**config.mk**
```make
export PLATFORM = sky130hd
export DESIGN_NAME = mult_ctrl_param_flat
export DESIGN_NICKNAME = d
export VERILOG_FILES = /design/src/rtl/mult_pkg.sv /design/src/rtl/mult_ctrl_param_if.sv /design/src/rtl/mult_iter_cnt.sv /design/src/rtl/mult_ctrl_param.sv /design/src/flat_wrapper.sv
export SDC_FILE = /design/constraint.sdc
export NUM_CORES = 1
export LEC_CHECK = 0
export BUFFER_PORTS_ARGS = -buffer_cell sky130_fd_sc_hd__buf_2
export CORE_AREA = 2 2 39 41
export CTS_BUF_LIST = sky130_fd_sc_hd__clkbuf_8
export DETAILED_ROUTE_END_ITERATION = 8
export DIE_AREA = 0 0 41 43
export HOLD_SLACK_MARGIN = 0.05
export PLACE_DENSITY = 0.66
export SYNTH_ARGS = -nofsm -noshare
export SYNTH_HDL_FRONTEND = slang
export SYNTH_SLANG_ARGS = --single-unit
```
**constraint.sdc**
```tcl
create_clock -name Clk -period 1.5 [get_ports Clk]
set_input_delay 0.3 -clock Clk [delete_from_list [all_inputs] [get_ports Clk]]
set_output_delay 0.3 -clock Clk [all_outputs]
set_load 0.05 [all_outputs]
```
**src/rtl/mult_pkg.sv**
```systemverilog
// Shared types and sizing helpers for the parametrised shift-add multiplier controller.
package mult_pkg;

    typedef enum logic [2:0] {
        RST,
        IDLE,
        LOAD,
        START,
        ADD,
        SHIFT,
        DONE
    } mult_state_e;

    localparam int unsigned DEFAULT_WIDTH = 8;

    // Iteration counter width: max(1, clog2(width)).
    function automatic int unsigned cnt_w(input int unsigned width);
        return (width < 2) ? 32'd1 : int'($clog2(width));
    endfunction

endpackage

```
**src/rtl/mult_ctrl_param_if.sv**
```systemverilog
// Control/status bundle between the input synchroniser, the controller and the datapath.
interface mult_ctrl_param_if
    import mult_pkg::*;
#(
    parameter int unsigned CW = cnt_w(DEFAULT_WIDTH)
);
    logic          Run;
    logic          ClearA_LoadB;
    logic          M;
    logic          Signed_Mode;
    logic          Abort;
    logic          Shift_En;
    logic          LD_B;
    logic          LD_XA;
    logic          Clr_XA;
    logic          Fn;
    logic          Busy;
    logic          Done;
    logic [CW-1:0] Iter;

    modport master (
        output Run, ClearA_LoadB, M, Signed_Mode, Abort,
        input  Shift_En, LD_B, LD_XA, Clr_XA, Fn, Busy, Done, Iter
    );

    modport slave (
        input  Run, ClearA_LoadB, M, Signed_Mode, Abort,
        output Shift_En, LD_B, LD_XA, Clr_XA, Fn, Busy, Done, Iter
    );
endinterface

```
**src/rtl/mult_iter_cnt.sv**
```systemverilog
// Iteration counter with synchronous clear, enable and a terminal flag at WIDTH-1.
module mult_iter_cnt
    import mult_pkg::*;
#(
    parameter int unsigned WIDTH = DEFAULT_WIDTH,
    localparam int unsigned CW   = cnt_w(WIDTH)
) (
    input  logic          clk,
    input  logic          rst_n,
    input  logic          clr,
    input  logic          en,
    output logic [CW-1:0] cnt,
    output logic          term
);
    logic [CW-1:0] cnt_q, cnt_d;

    always_comb begin
        cnt_d = cnt_q;
        if (clr) begin
            cnt_d = '0;
        end else if (en) begin
            cnt_d = cnt_q + CW'(1);
        end
    end

    always_ff @(posedge clk or negedge rst_n) begin
        if (!rst_n) begin
            cnt_q <= '0;
        end else begin
            cnt_q <= cnt_d;
        end
    end

    assign cnt  = cnt_q;
    assign term = (cnt_q == CW'(WIDTH - 1));
endmodule

```
**src/rtl/mult_ctrl_param.sv**
```systemverilog
// Shift-add multiplier sequencer: WIDTH add/shift iterations with signed mode, abort and status.
module mult_ctrl_param
    import mult_pkg::*;
#(
    parameter int unsigned WIDTH = DEFAULT_WIDTH,
    parameter bit          HOLD_RUN = 1'b1
) (
    input  logic              Clk,
    input  logic              Reset_n,
    mult_ctrl_param_if.slave  bus
);
    localparam int unsigned CW = cnt_w(WIDTH);

    mult_state_e   state_q, state_d;
    logic          sgn_q, sgn_d;
    logic          cnt_clr, cnt_en, cnt_term;
    logic [CW-1:0] cnt;

    mult_iter_cnt #(.WIDTH(WIDTH)) u_cnt (
        .clk   (Clk),
        .rst_n (Reset_n),
        .clr   (cnt_clr),
        .en    (cnt_en),
        .cnt   (cnt),
        .term  (cnt_term)
    );

    always_ff @(posedge Clk or negedge Reset_n) begin
        if (!Reset_n) begin
            state_q <= RST;
            sgn_q   <= 1'b0;
        end else begin
            state_q <= state_d;
            sgn_q   <= sgn_d;
        end
    end

    always_comb begin
        state_d      = state_q;
        sgn_d        = sgn_q;
        cnt_clr      = 1'b0;
        cnt_en       = 1'b0;
        bus.Shift_En = 1'b0;
        bus.LD_B     = 1'b0;
        bus.LD_XA    = 1'b0;
        bus.Clr_XA   = 1'b0;
        bus.Fn       = 1'b0;
        bus.Busy     = 1'b0;
        bus.Done     = 1'b0;
        bus.Iter     = '0;
        unique case (state_q)
            RST: begin
                bus.Clr_XA = 1'b1;
                state_d    = IDLE;
            end
            IDLE: begin
                if (bus.Run) begin
                    state_d = START;
                end else if (bus.ClearA_LoadB) begin
                    state_d = LOAD;
                end
            end
            LOAD: begin
                bus.LD_B   = 1'b1;
                bus.Clr_XA = 1'b1;
                state_d    = IDLE;
            end
            START: begin
                bus.Clr_XA = 1'b1;
                bus.Busy   = 1'b1;
                sgn_d      = bus.Signed_Mode;
                cnt_clr    = 1'b1;
                state_d    = bus.Abort ? IDLE : ADD;
            end
            ADD: begin
                bus.Busy  = 1'b1;
                bus.LD_XA = bus.M;
                // Last iteration carries the sign bit: subtract in signed mode.
                bus.Fn    = sgn_q & cnt_term;
                bus.Iter  = cnt;
                if (bus.Abort) begin
                    cnt_clr = 1'b1;
                    state_d = IDLE;
                end else begin
                    state_d = SHIFT;
                end
            end
            SHIFT: begin
                bus.Busy     = 1'b1;
                bus.Shift_En = 1'b1;
                bus.Iter     = cnt;
                if (bus.Abort) begin
                    cnt_clr = 1'b1;
                    state_d = IDLE;
                end else if (cnt_term) begin
                    state_d = DONE;
                end else begin
                    cnt_en  = 1'b1;
                    state_d = ADD;
                end
            end
            DONE: begin
                bus.Done = 1'b1;
                if (!HOLD_RUN || !bus.Run) begin
                    state_d = IDLE;
                end
            end
            default: begin
                state_d = IDLE;
            end
        endcase
    end
endmodule

```
**src/flat_wrapper.sv**
```systemverilog
// flat-port wrapper written by rule: the top's interface ports become plain ports
module mult_ctrl_param_flat import mult_pkg::*;
#(
    parameter int unsigned WIDTH = DEFAULT_WIDTH,
    parameter bit          HOLD_RUN = 1'b1
)
  (Clk, Reset_n, bus_Run, bus_ClearA_LoadB, bus_M, bus_Signed_Mode, bus_Abort, bus_Shift_En, bus_LD_B, bus_LD_XA, bus_Clr_XA, bus_Fn, bus_Busy, bus_Done, bus_Iter);
  mult_ctrl_param_if #(.CW((cnt_w((8))))) bus_i ();
  input  logic Clk;
  input  logic Reset_n;
  input wire logic [$bits(bus_i.Run)-1:0] bus_Run;
  input wire logic [$bits(bus_i.ClearA_LoadB)-1:0] bus_ClearA_LoadB;
  input wire logic [$bits(bus_i.M)-1:0] bus_M;
  input wire logic [$bits(bus_i.Signed_Mode)-1:0] bus_Signed_Mode;
  input wire logic [$bits(bus_i.Abort)-1:0] bus_Abort;
  output wire logic [$bits(bus_i.Shift_En)-1:0] bus_Shift_En;
  output wire logic [$bits(bus_i.LD_B)-1:0] bus_LD_B;
  output wire logic [$bits(bus_i.LD_XA)-1:0] bus_LD_XA;
  output wire logic [$bits(bus_i.Clr_XA)-1:0] bus_Clr_XA;
  output wire logic [$bits(bus_i.Fn)-1:0] bus_Fn;
  output wire logic [$bits(bus_i.Busy)-1:0] bus_Busy;
  output wire logic [$bits(bus_i.Done)-1:0] bus_Done;
  output wire logic [$bits(bus_i.Iter)-1:0] bus_Iter;
  assign bus_i.Run = bus_Run;
  assign bus_i.ClearA_LoadB = bus_ClearA_LoadB;
  assign bus_i.M = bus_M;
  assign bus_i.Signed_Mode = bus_Signed_Mode;
  assign bus_i.Abort = bus_Abort;
  assign bus_Shift_En = bus_i.Shift_En;
  assign bus_LD_B = bus_i.LD_B;
  assign bus_LD_XA = bus_i.LD_XA;
  assign bus_Clr_XA = bus_i.Clr_XA;
  assign bus_Fn = bus_i.Fn;
  assign bus_Busy = bus_i.Busy;
  assign bus_Done = bus_i.Done;
  assign bus_Iter = bus_i.Iter;
  mult_ctrl_param #(.WIDTH(WIDTH), .HOLD_RUN(HOLD_RUN)) u_core (.Clk(Clk), .Reset_n(Reset_n), .bus(bus_i));
endmodule
```
==> metrics.md <==
| Metric | Value |
|---|---|
| Status | complete, but fails checks |
| Violated checks | negative setup slack |
| Critical path peak fanout | 2 |
| Post-Synthesis Cells | 56 |
| Die area | between 1500 and 2000 um2 |
| GRT met3 Usage | 4.71% |
| DRC | 0 |
| GRT met1 Usage | a little over a fifth |
| All-Layer GR Usage | 20.4% |
| Max-slew violations | 0 |
| Die X | about 40 um |
| H-tree Lvls | 1 |
| Number of buffers added on ports | 16 |
| Least-Margin Pin Slew | between 150 and 200 ps |
| RePlAce Congestion | 0.748 |
| Max Clock Freq | roughly 640 MHz |
| Power Total | between 1.5 and 2 mW |
| Placed cells | 91 |
| Yosys reg bits | 7 |
| Num ports | 17 |
| Placed cell area | slightly below 700 um2 |
| Vias | around 540 |
| Final Instance Area | between 900 and 1000 um2 |
| Initial antenna violation count | 0 |
| Maximum VDD drop | 1440 uV |
| Post-synthesis sequential area ratio | 35.2% |
| CTS Buffer Depth | 2 |
| Final setup violating endpoints | 4 |
| Synthesis Warnings | 0 |
| Pre-antenna DRT Iters | 4 |
| Period utilization | 104% |
| Initial detailed-routing violation count | 6 |
| Worst hold path depth | 2 |
| CTS tree | built |
| Starting Density | 36.0% |
| CP top delay family | adder cells |
| Critical path arrival | about 1300 ps |
| Max_cap viols | 0 |
| Met2 usage | 36.6% |
| Largest net degree at the start of global routing | 11 |
| Power Dens Cells | ~1800 nW/um2 |
| Net Sw Power | 0.721 mW |
| Row cnt | 14 |
| Vias in the first global route | between 500 and 600 |
| N_diodes | 0 |
| First-pass GRT wire length | 2370 um |
| Per-cell routed wire length | 13.4 um |
| Hold_ws | 312 ps |
| Global route overflow | 0 |
| Leakage Power | 0.449 nW |
| Average size of a mapped cell | 8.89 um2 |
| Worst skew pair latency | 220 ps |
| Sw Share | 42.1% |
| WL final | 1380 um |
| Worst-path clk slew | 40 ps |
| Share of cells above drive strength 1 | 59.8% |
| CP Depth | 5 |
| Net total in the final layout | 97 |
| Final Hold Fails | 0 |
| DR vias/cell | 5.19 |
| Slowest cell on the critical path | dfrtp_1 |
| Layout area overhead | 86.2% |
| Net Count, Synth | 65 |
| Share of total power in the clock network | 14.8% |
| Fin cells | 103 |
| Worst Skew | 0.846 ps |
| Post-route minimum period | ~1600 ps |
| RSZ-0062 raised after global routing | yes |
| Startpoint types | flop |
| Post-Synthesis Cell Area | roughly 500 um2 |
| Post-DRT Antenna Nets | 0 |
| Seq pwr share | 20.0% |
| Global route hottest layer | met2 |
| Setup CP Type | reg -> out |
| Combinational fraction of design power | 65.2% |
| CP peak stage delay | 340 ps |
| Setup ws final | -56.3 ps |
| Critical-path cell list | ha_2 -> ha_4 -> nand2_4 -> nor3_4 -> buf_6 |
| Depth of the most critical reg-to-reg path | 6 |
| Required time worst endpoint | 1200 ps |
| Chip Height | 43 um |
| Number of clock sinks | 7 |
| Setup crit end kind | output pin |
| Rel. slew slack | 87.2% |
| Core area | roughly 1400 um2 |
| Inserted Clock Buffers | 3 |
| Hold crit path type | in -> reg |
| CTS root buffer | clkbuf_8 |
| Count of cell types in the netlist | 23 |
| Detailed Place HPWL | 899 um |
| P_int | 0.990 mW |
| Critical path buffers and inverters | 1 |
cells in the mapped netlist (all sizes together):
| cell type | number | share of area [%] |
|---|---|---|
| or3 | 1 | 1.3 |
| and4bb | 2 | 5.0 |
| and2 | 5 | 6.3 |
| a21oi | 3 | 3.0 |
| and2b | 2 | 3.0 |
| a22o | 1 | 1.8 |
| dfrtp | 7 | 35 |
| clkbuf | 1 | 0.75 |
| nand2 | 3 | 2.3 |
| nand4bb | 1 | 2.3 |
| ha | 2 | 5.0 |
| nor3 | 1 | 1.0 |
| nand3 | 2 | 2.0 |
| o21ai | 9 | 9.0 |
| nor2 | 1 | 0.75 |
| inv | 1 | 0.75 |
| buf | 2 | 2.0 |
| mux2 | 1 | 2.3 |
| nor2b | 2 | 2.5 |
| and3b | 3 | 5.3 |
| nor3b | 4 | 6.0 |
| nand2b | 2 | 2.5 |
power groups by stage:
stage	logic, mW	registers [mW]	clock network, mW
floorplan	0.569	0.291	0
global placement	0.743	0.323	0
detailed placement	0.756	0.328	0
CTS	1.02	0.335	0.258
global route	1.19	0.359	0.275
finish	1.12	0.343	0.253
layer usage:
| layer | wire length [um] | up-vias | part of all wire (%) |
|---|---|---|---|
| li1 | - | 260 | - |
| met1 | 491 | 258 | 36 |
| met2 | 846 | 17 | 61 |
| met3 | 42 | 0 | 3.0 |
| met4 | 0 | 0 | 0 |
| met5 | 0 | - | 0 |
per-stage QoR:
step / worst slack, ps / utilization, % / TNS [ps]
3_3_place_gp: 45.2 / 48.9 / 0
2_1_floorplan: -83.0 / - / -181
6_report: -56.3 / 67.0 / -101
5_1_grt: -102 / 67.0 / -499
4_1_cts: -48.8 / 64.5 / -99.9
3_5_place_dp: 2.81 / 48.9 / 0
cell usage in the layout, fill, tap and decap left out, types with 3 or more instances in the layout:
cell type	n
buf_6	11
and2_4	3
o21ai_0	6
a21oi_1	3
dfrtp_1	4
clkbuf_8	3
o21ai_1	3
buf_8	3
buf_2	6
dfrtp_2	3
and3b_1	3
buf_4	8
sequential cells by signal (all words and copies together), names as in the netlist:
signal and count:
u_core.state_q 3, u_core.u_cnt.cnt 3, u_core.sgn_q 1
cells by family after synthesis:
logic type / after synthesis / share of synthesized area (%)
buffers and inverters: 4 / 3.52
and+or+nand+nor: 29 / 40.2
adders and majority gates: 2 / 5.02
DFF: 7 / 35.2
muxes: 1 / 2.26
AOI/OAI and AO/OA: 13 / 13.8
what timing repair did:
item / in CTS / in global routing
resized for setup: 33 / 9
buffers inserted: 6 / 1
hold buffers: 1 / 0
setup endpoints to repair: 10 / 11
hold endpoints to repair: 7 / 0
pin swaps: 4 / 4
area by class of cell:
cell class | instances | area, um2
Fill cell | 123 | 457
Tap cell | 16 | 20.0
Clock inverter | 1 | 3.75
Multi-Input combinational cell | 45 | 390
Timing Repair Buffer | 30 | 289
Sequential cell | 7 | 179
Clock buffer | 3 | 41.3
Inverter | 1 | 3.75
path summary, 6_finish.rpt:
kind                                                 start                              end  slack (ps)
max                        u_core.u_cnt.cnt[0]$_DFFE_PN0P_                           bus_Fn         -60
min reg2reg                       u_core.sgn_q$_DFFE_PN0N_         u_core.sgn_q$_DFFE_PN0N_         600
min                                        bus_Signed_Mode         u_core.sgn_q$_DFFE_PN0N_         310
max in group asynchronous                          Reset_n    u_core.state_q[0]$_DFFE_PN0P_         890
max reg2reg                u_core.u_cnt.cnt[0]$_DFFE_PN0P_    u_core.state_q[1]$_DFFE_PN0P_          50
min in group asynchronous                          Reset_n  u_core.u_cnt.cnt[2]$_DFFE_PN0P_         440
Power figures use the tool's default switching activity.
